[config.mk]
export PLATFORM = sky130hd
export DESIGN_NAME = control_fsm
export DESIGN_NICKNAME = d
export VERILOG_FILES = /design/src/rtl/control_fsm.sv
export SDC_FILE = /design/constraint.sdc
export NUM_CORES = 1
export LEC_CHECK = 0
export CAP_MARGIN = 20
export CORE_MARGIN = 5
export CORE_UTILIZATION = 37
export DETAILED_ROUTE_END_ITERATION = 12
export PLACE_DENSITY = 0.79
export SLEW_MARGIN = 15
export SYNTH_ARGS = -nofsm -noshare
export SYNTH_HDL_FRONTEND = slang
export SYNTH_SLANG_ARGS = --single-unit
[constraint.sdc]
create_clock -name clk -period 2.1 [get_ports clk]
set_input_delay 0.42 -clock clk [delete_from_list [all_inputs] [get_ports clk]]
set_output_delay 0.42 -clock clk [all_outputs]
set_load 0.05 [all_outputs]
[src/rtl/control_fsm.sv]
// control_fsm -- multi-cycle control unit for a small RV32I subset
// (addi, slli, add, bne, lw, sw).
//
// One instruction is accepted through a valid/ready handshake. It then passes
// through DECODE, EXECUTE, an optional MEMORY phase and an optional WRITEBACK
// phase before the unit returns to IDLE. All strobes are registered and depend
// only on the state and the decoded class. They never depend combinationally
// on instr_in.
//
// Ports
//   clk, rst        : clock and asynchronous active-high reset
//   instr_in        : instruction word; sampled only on the handshake edge
//   instr_valid_in  : instr_in is valid
//   instr_ready_out : unit is IDLE and out of reset
//   EQ_in           : ALU equality flag; used to resolve bne
//   mem_ready_in    : data-memory access complete; used only in MEMORY
//   ALUctrl_out     : 000 add, 001 shift-left-by-1
//   ALUsrc_out      : 0 register operand, 1 immediate operand
//   RegWrite_out, MemRead_out, MemWrite_out, PCsrc_out, illegal_out : strobes
module control_fsm #(
  parameter int ADDRESS_WIDTH = 3,
  parameter int DATA_WIDTH    = 32
) (
  input  logic                     clk,
  input  logic                     rst,
  input  logic [DATA_WIDTH-1:0]    instr_in,
  input  logic                     instr_valid_in,
  output logic                     instr_ready_out,
  input  logic                     EQ_in,
  input  logic                     mem_ready_in,
  output logic [ADDRESS_WIDTH-1:0] ALUctrl_out,
  output logic                     ALUsrc_out,
  output logic                     RegWrite_out,
  output logic                     MemRead_out,
  output logic                     MemWrite_out,
  output logic                     PCsrc_out,
  output logic                     illegal_out
);

  typedef enum logic [2:0] {
    IDLE      = 3'd0,
    DECODE    = 3'd1,
    EXECUTE   = 3'd2,
    MEMORY    = 3'd3,
    WRITEBACK = 3'd4
  } state_t;

  typedef enum logic [2:0] {
    C_ADDI = 3'd0,
    C_SLLI = 3'd1,
    C_ADD  = 3'd2,
    C_BNE  = 3'd3,
    C_LW   = 3'd4,
    C_SW   = 3'd5,
    C_ILL  = 3'd6
  } cls_t;

  // Decode is done once, on the word that is being latched. Only the class is
  // kept, because the operand fields are not needed by the control path.
  function automatic cls_t decode_f(input logic [31:0] w);
    logic [6:0] opc;
    logic [2:0] f3;
    logic [6:0] f7;
    cls_t       c;
    opc = w[6:0];
    f3  = w[14:12];
    f7  = w[31:25];
    c   = C_ILL;
    case (opc)
      7'b0010011: begin
        if (f3 == 3'b000) c = C_ADDI;
        else if (f3 == 3'b001 && f7 == 7'b0000000) c = C_SLLI;
        else c = C_ILL;
      end
      7'b0110011: begin
        if (f3 == 3'b000 && f7 == 7'b0000000) c = C_ADD;
        else c = C_ILL;
      end
      7'b1100011: begin
        if (f3 == 3'b001) c = C_BNE;
        else c = C_ILL;
      end
      7'b0000011: begin
        if (f3 == 3'b010) c = C_LW;
        else c = C_ILL;
      end
      7'b0100011: begin
        if (f3 == 3'b010) c = C_SW;
        else c = C_ILL;
      end
      default: c = C_ILL;
    endcase
    return c;
  endfunction

  state_t                   state_q, state_d;
  cls_t                     cls_q, cls_d;
  logic                     eq_q, eq_d;
  logic [ADDRESS_WIDTH-1:0] alu_ctrl_q, alu_ctrl_d;
  logic                     alu_src_q, alu_src_d;
  logic                     reg_write_q, reg_write_d;
  logic                     mem_read_q, mem_read_d;
  logic                     mem_write_q, mem_write_d;
  logic                     pc_src_q, pc_src_d;
  logic                     illegal_q, illegal_d;
  logic                     ready_s;
  logic                     handshake_s;
  logic                     unused_instr_s;

  // Ready is gated by rst directly so that it reads 0 for the whole reset
  // pulse and 1 as soon as the unit is idle after release.
  assign ready_s         = (state_q == IDLE) & ~rst;
  assign handshake_s     = instr_valid_in & ready_s;
  assign instr_ready_out = ready_s;
  assign unused_instr_s  = ^{instr_in[24:15], instr_in[11:7]};

  // Next-state logic, class latch, and registered Moore outputs for the next state.
  always_comb begin
    state_d = state_q;
    cls_d   = cls_q;
    eq_d    = eq_q;
    case (state_q)
      IDLE: begin
        if (handshake_s) begin
          state_d = DECODE;
          cls_d   = decode_f(instr_in[31:0]);
        end else begin
          state_d = IDLE;
        end
      end
      DECODE: begin
        if (cls_q == C_ILL) begin
          state_d = IDLE;
        end else begin
          state_d = EXECUTE;
          // The branch condition is captured on entry to EXECUTE so that
          // PCsrc can be a registered strobe.
          eq_d    = EQ_in;
        end
      end
      EXECUTE: begin
        case (cls_q)
          C_ADDI, C_SLLI, C_ADD: state_d = WRITEBACK;
          C_LW, C_SW:            state_d = MEMORY;
          default:               state_d = IDLE;
        endcase
      end
      MEMORY: begin
        if (mem_ready_in) begin
          if (cls_q == C_LW) state_d = WRITEBACK;
          else state_d = IDLE;
        end else begin
          state_d = MEMORY;
        end
      end
      WRITEBACK: state_d = IDLE;
      default:   state_d = IDLE;
    endcase

    // The outputs are computed for the state being entered. The flops then
    // present them during that state.
    alu_ctrl_d = {ADDRESS_WIDTH{1'b0}};
    alu_src_d  = 1'b0;
    if (state_d == EXECUTE || state_d == MEMORY) begin
      case (cls_d)
        C_SLLI: begin
          alu_ctrl_d = ADDRESS_WIDTH'(1);
          alu_src_d  = 1'b1;
        end
        C_ADDI, C_LW, C_SW: alu_src_d = 1'b1;
        default:            alu_src_d = 1'b0;
      endcase
    end else begin
      alu_src_d = 1'b0;
    end
    illegal_d   = (state_d == DECODE)  && (cls_d == C_ILL);
    pc_src_d    = (state_d == EXECUTE) && (cls_d == C_BNE) && !eq_d;
    mem_read_d  = (state_d == MEMORY)  && (cls_d == C_LW);
    mem_write_d = (state_d == MEMORY)  && (cls_d == C_SW);
    reg_write_d = (state_d == WRITEBACK);
  end

  // State and output registers; reset clears all of them immediately.
  always_ff @(posedge clk or posedge rst) begin
    if (rst) begin
      state_q     <= IDLE;
      cls_q       <= C_ILL;
      eq_q        <= 1'b0;
      alu_ctrl_q  <= {ADDRESS_WIDTH{1'b0}};
      alu_src_q   <= 1'b0;
      reg_write_q <= 1'b0;
      mem_read_q  <= 1'b0;
      mem_write_q <= 1'b0;
      pc_src_q    <= 1'b0;
      illegal_q   <= 1'b0;
    end else begin
      state_q     <= state_d;
      cls_q       <= cls_d;
      eq_q        <= eq_d;
      alu_ctrl_q  <= alu_ctrl_d;
      alu_src_q   <= alu_src_d;
      reg_write_q <= reg_write_d;
      mem_read_q  <= mem_read_d;
      mem_write_q <= mem_write_d;
      pc_src_q    <= pc_src_d;
      illegal_q   <= illegal_d;
    end
  end

  assign ALUctrl_out  = alu_ctrl_q;
  assign ALUsrc_out   = alu_src_q;
  assign RegWrite_out = reg_write_q;
  assign MemRead_out  = mem_read_q;
  assign MemWrite_out = mem_write_q;
  assign PCsrc_out    = pc_src_q;
  assign illegal_out  = illegal_q;

endmodule

==> key figures, run 1 <==
Worst hold path
  • Hold WC Path Type: in2async

Worst setup path
  • Worst reg2reg startpoint: state_q[1]
  • Crit-path leading delay family: simple AND/OR/NAND/NOR gates
  • Critical path arrival: approximately 2200 ps
  • Maximum fanout along the worst path: 5
  • Crit path buf inv count: 1
  • Crit. End Element: register
  • CP Cell Sequence: clkdlybuf4s50_1, nand4bb_4, nor3b_4, or3b_4, a31oi_4, and4b_1
  • Critical Path Slowest Stage Cell: clkdlybuf4s50_1
  • Crit path launch: instr_in[1]
  • WP data required: 2260 ps
  • CP startpoint kind: primary input
  • Crit path kind: in2reg
  • CP max stage delay: 510 ps

Timing
  • Final setup TNS: 0 ps
  • Worst-Margin Slew: 497 ps
  • Clock Skew: 5.39 ps
  • Crit path time final: 2010 ps
  • Slew HR: around two thirds
  • Min Hold Slack: 542 ps
  • Setup violations, final: 0
  • Max-slew violation count: 0
  • Hold Vio Cnt, Final: 0
  • F_max: 497 MHz
  • Crit share post-route: approximately 96%
  • Final WS setup: 87.6 ps

Floorplanning
  • Row count: 16
  • Die Y: 56.4 um
  • Core ar.: 2000 um2
  • Die area: 3180 um2
  • I/O Pins: 47
  • Die Width: 56.4 um
  • Initial core utilization: 39.8%

GRT
  • Antenna violations before repair: 0
  • Grt ovf: 0
  • Gr usage total: 11.9%
  • First-pass GRT wire length: approximately 3100 um
  • Number of global-route vias before repair: 760
  • Pin count of the biggest net entering global routing: 14

Clock tree
  • Clock buffer depth: 2
  • CTS tree: done
  • Htree depth: 1
  • Clock Tree Root: clkbuf_4
  • Clock Sinks: 13
  • Clock-pin transition on the worst setup and hold timing paths: around 80 ps
  • Worst-Skew Late Latency: 270 ps
  • CTS Buf Count: 3

Layout
  • # diodes: 0
  • P&R area growth vs syn: 62.8%
  • Fraction of layout cells with a size suffix above 1: 30.8%
  • Nets: 155
  • Post-layout util: between 60 and 70%
  • Most frequent cells in the layout: clkdlybuf4s50_1, buf_4, dfrtp_1
  • Commonest non-fill, non-tap cell in the layout: clkdlybuf4s50_1
  • Fin cells: around 140

Place
  • Placed cell count: between 100 and 150
  • I/O Buffers: 29
  • Gp weighted congestion: 0.862
  • DPL Wire Length: about 1500 um
  • Place WS: -268 ps

Routing
  • Initial DRC Count: 3
  • Routed wire length per instance: 12.9 um
  • Via/cell ratio: 5.16
  • DRT Wirelength: 1860 um
  • Router iterations before antenna repair: 5
  • DR vias: 743
  • Post-DRT Antenna Nets: 0
  • DRC viols: 0

Run status
  • Status: completed

Synth
  • Dominant cell type by area after synthesis: dfrtp_1
  • Post-synth EDFFs: 0
  • Synth Area per Inst: 10.9 um2
  • YS warnings: 0
  • Post-synth top area share: 34.5%
  • Seq cells post-synth: 13
  • Post-synth ARST share: 100%
  • Cell variety after synth: 37
  • Most used DFF post-synth: dfrtp_1
  • Mapped cell area: ~800 um2
  • Top cells by area, synth: dfrtp_1, dfstp_2, a31oi_4, nor4b_2, nand4bb_4
  • Post-synthesis sequential area ratio: between 40% and 50%
  • Cells after Synth: 73

Power
  • Cell area power density: ~410 nW/um2
  • Max VDD drop: 0.204 mV
  • Pleak: 0.000559 uW

Run
  • Maxcap violations: 0
[cell type report]
class,instances,area [um2]
Inverter,4,15.0
Sequential cell,13,328
Multi-Input combinational cell,55,497
Tap cell,27,33.8
Fill cell,168,704
Clock buffer,4,26.3
Timing Repair Buffer,41,398
[synth_stat cells, drive strengths merged (2+ instances only)]
master / n
nor4b: 4
o21ai: 2
nor4bb: 2
a211oi: 2
nor2: 6
and3: 2
dfstp: 2
nor4: 2
nand3b: 2
buf: 2
nand2: 5
dfrtp: 11
nor3b: 3
inv: 4
nor3: 3
a31oi: 3
a21oi: 3
or3b: 2
[cells by family (layout without fill, tap and decap cells)]
kind of cell / count (synthesis) / in the layout / share of synthesized area, %
flops: 13 / 13 / 41.1
mux: 1 / 1 / 1.26
buf+inv: 6 / 49 / 3.77
compound gates: 13 / 13 / 14.4
simple gates: 39 / 39 / 38.9
other cells: 1 / 2 / 0.471
[metal layers]
layer	routed length (um)	global-route usage, %
met1	705	12.7
met3	134	3.67
met4	4	3.05
met5	0	0
met2	1020	22.4
[power by group]
group          total (uW)  internal, uW  switching (uW)
logic                 129          70.3            58.7
clock network         150          73.5            76.4
registers             258           254            3.96
[worst register-to-register path, delay by kind of cell, from the launching register on]
family             cells  cell delay, ps
AOI/OAI and AO/OA      2             390
DFF                    1             450
and+or+nand+nor        3             780
[stage by stage]
step | total power [uW] | area [um2]
after floorplan | 315 | 811
after global placement | 384 | 1200
after detailed placement | 387 | 1200
after CTS | 540 | 1230
after global routing | 563 | 1300
final | 537 | 1300
[sequential cells by signal, summed over array words and instances, names as in the netlist]
register,cells
illegal_out,1
MemWrite_out,1
state_q,3
ALUsrc_out,1
RegWrite_out,1
cls_q,3
ALUctrl_out,1
MemRead_out,1
PCsrc_out,1
[path summary, 6_finish.rpt]
| check | cells after the start | end | slack [ps] |
|---|---|---|---|
| max in group asynchronous | 2 | cls_q[2] | 1200 |
| max | 6 | MemRead_out | 90 |
| min reg2reg | 1 | state_q[2] | 560 |
| min in group clk | 1 | state_q[2] | 560 |
| max reg2reg | 5 | PCsrc_out | 390 |
| min | 2 | illegal_out | 540 |
[timing repair]
item,CTS,global route
endpoints found under the setup margin,0,4
resized for setup,0,10
setup buffers,0,2
hold buffers,0,0
Note: power is estimated with default switching activity, not from simulation.
==> run 2: changes to the inputs <==
- CORE_ASPECT_RATIO: unset -> 0.6
- CORE_UTILIZATION: 37 -> 33
- PLACE_DENSITY: 0.79 -> 0.75
- SLEW_MARGIN: 15 -> 5
- clock period: 2.1 -> 1.71 ns (I/O delays scaled with it)
==> run 2 against run 1 <==
  * Die area increased by 11%
  * Global-route usage grew 2.4 points
  * Critical path depth grew 1
  * Register-to-register slack worse by 370 ps
  * Sequential power grew 23%
  * Cell count up 5.6%
  * Count of clock-buffer cells in the layout stayed put
==> key figures, run 2 (same netlist as run 1, synthesis figures left out) <==
Floorplanning
  • Die Y: 48.1 um (-15%)
  • Die area: 3530 um2 (+11%)
  • Core ar.: 2230 um2 (+11%)
  • I/O Pins: 47 (unchanged)
  • Row count: 13 (-3)
  • Die Width: 73.4 um (+30%)
  • Initial core utilization: 35.8% (-4.0 points)

Clock tree
  • Worst-Skew Late Latency: 240 ps (-30 ps)
  • Clock Tree Root: clkbuf_8
  • Hold buffers post-CTS: 0 (unchanged)
  • CTS tree: done
  • Clock buffer depth: 2 (unchanged)
  • CTS Buf Count: 3 (unchanged)
  • Clock-pin transition on the worst setup and hold timing paths: 50 ps (-30 ps)
  • Htree depth: 1 (unchanged)
  • Clock Sinks: 13 (unchanged)

GRT
  • Pin count of the biggest net entering global routing: 14 (unchanged)
  • Gr usage total: 14.3% (+2.4 points)
  • Grt ovf: 0 (unchanged)
  • Number of global-route vias before repair: 771 (+1.4%)
  • Antenna violations before repair: 0 (unchanged)
  • First-pass GRT wire length: 3680 um (+18%)

Power
  • Pleak: 0.000609 uW (+8.9%)
  • Cell area power density: 561 nW/um2 (+36%)
  • Max VDD drop: 0.320 mV (+57%)

Place
  • Placed cell count: 144 (+4.3%)
  • DPL Wire Length: 1800 um (+19%)
  • I/O Buffers: 29 (unchanged)
  • Gp weighted congestion: 0.816 (-5.4%)

Timing
  • Hold Vio Cnt, Final: 0 (unchanged)
  • Clock Skew: 1.43 ps (-3.96 ps)
  • Final setup TNS: 0 ps (unchanged)
  • F_max: roughly 590 MHz
  • Setup violations, final: 0 (unchanged)
  • Slew HR: 66.6% (-0.16 points)
  • Crit path time final: about 1700 ps
  • Crit share post-route: 99.0%
  • Unrepaired setup endpoints after global routing: true
  • Max-slew violation count: 0 (unchanged)
  • Worst-Margin Slew: 500 ps (+3.38 ps)

Layout
  • Nets: 160 (+3.2%)
  • FILL cells: 191 (+14%)
  • Most frequent cells in the layout: buf_4, dfrtp_1, clkbuf_2
  • # diodes: 0 (unchanged)
  • Top Registers: cls_q (3), state_q (3)
  • Fin cells: 152 (+5.6%)
  • Fraction of layout cells with a size suffix above 1: 53.3% (+23 points)
  • Commonest non-fill, non-tap cell in the layout: buf_4
  • P&R area growth vs syn: 67.5%

Worst setup path
  • WP data required: 1860 ps (-400 ps)
  • Crit path kind: in2reg
  • Flop2flop setup slack: 20 ps (-370 ps)
  • Reg2reg end: PCsrc_out
  • Maximum fanout along the worst path: 5 (unchanged)
  • Worst r2r path cells: 5 (unchanged)
  • Crit. End Element: register
  • Crit path launch: instr_in[30]
  • Critical path arrival: 1840 ps (-330 ps)
  • CP startpoint kind: primary input
  • Worst reg2reg startpoint: state_q[1]

Routing
  • Router iterations before antenna repair: 4 (-1)
  • DR vias: 780 (+5.0%)
  • Via/cell ratio: 5.13 (-0.55%)
  • Routed wire length per instance: 15.3 um (+18%)
  • DRC viols: 0 (unchanged)
  • Initial DRC Count: 49 (+46)
  • DRT Wirelength: 2330 um (+25%)
  • Post-DRT Antenna Nets: 0 (unchanged)

Worst hold path
  • Hold WC Path Type: in2async

Run status
  • Status: completed

Run
  • Maxcap violations: 0 (unchanged)
## run 2: cell types whose count changed in the layout (fill, tap and decap cells not counted), sizes merged
cell	change
clkdlybuf4s15	+5
clkbuf	+5
dlygate4sd2	+4
buf	+15
dlymetal6s2s	-2
clkdlybuf4s50	-22
## run 2: worst max path at each step
stage                                end  cells after the start
final                          PCsrc_out                      7
after CTS                   MemWrite_out                      6
after floorplan                PCsrc_out                      5
after global placement      MemWrite_out                      6
after global routing      ALUctrl_out[0]                      5
after detailed placement    MemWrite_out                      6
## run 2: layout make-up
| cell class | count | area [um2] | share of cell area (%) |
|---|---|---|---|
| timing repair buffer | 46 | 377 | 28.2 |
| tap | 30 | 37.5 | 2.81 |
| clock buffer | 4 | 45.0 | 3.37 |
| inverter | 4 | 15.0 | 1.12 |
| multi-input combinational | 55 | 532 | 39.8 |
| sequential | 13 | 329 | 24.6 |
## run 2: report_power, final
| part | total, uW | internal (uW) | switching [uW] |
|---|---|---|---|
| clock | 269 | 164 | 105 |
| sequential | 318 | 313 | 5.04 |
| combinational | 162 | 79.6 | 82.3 |
## run 2: critical path: stages
cell             delay, ps
clkdlybuf4s15_1        180
nor4_2                 290
nand4b_1               160
a311oi_2               290
buf_4                  190
a31oi_4                100
nor4bb_2               280
## run 2: repair_timing
| item | in CTS | in global routing |
|---|---|---|
| buffers inserted | 2 | 2 |
| endpoints found under the setup margin | 9 | 7 |
| resized for setup | 41 | 13 |
| pin swaps | 15 | 13 |
| gates cloned | 0 | 0 |
## run 2: stage by stage
step                util [%]  instance area (um2)  power, uW  hold slack (ps)  setup slack, ps
floorplan                  -                  832        390              218             -338
global route            59.9                 1340        782              250            -74.1
finish                  59.9                 1340        749              196             17.3
global placement        55.4                 1230        480              559             -483
CTS                     59.7                 1330        752              529             3.08
detailed placement      55.4                 1230        485              567             -570
## run 2: routing by layer
layer | vias to the layer above | wire length (um) | track usage, %
met4 | 0 | 0 | 3.61
met2 | 26 | 1160 | 23.8
met5 | - | 0 | 0
met1 | 382 | 1030 | 18.1
li1 | 372 | - | -
met3 | 0 | 143 | 5.24
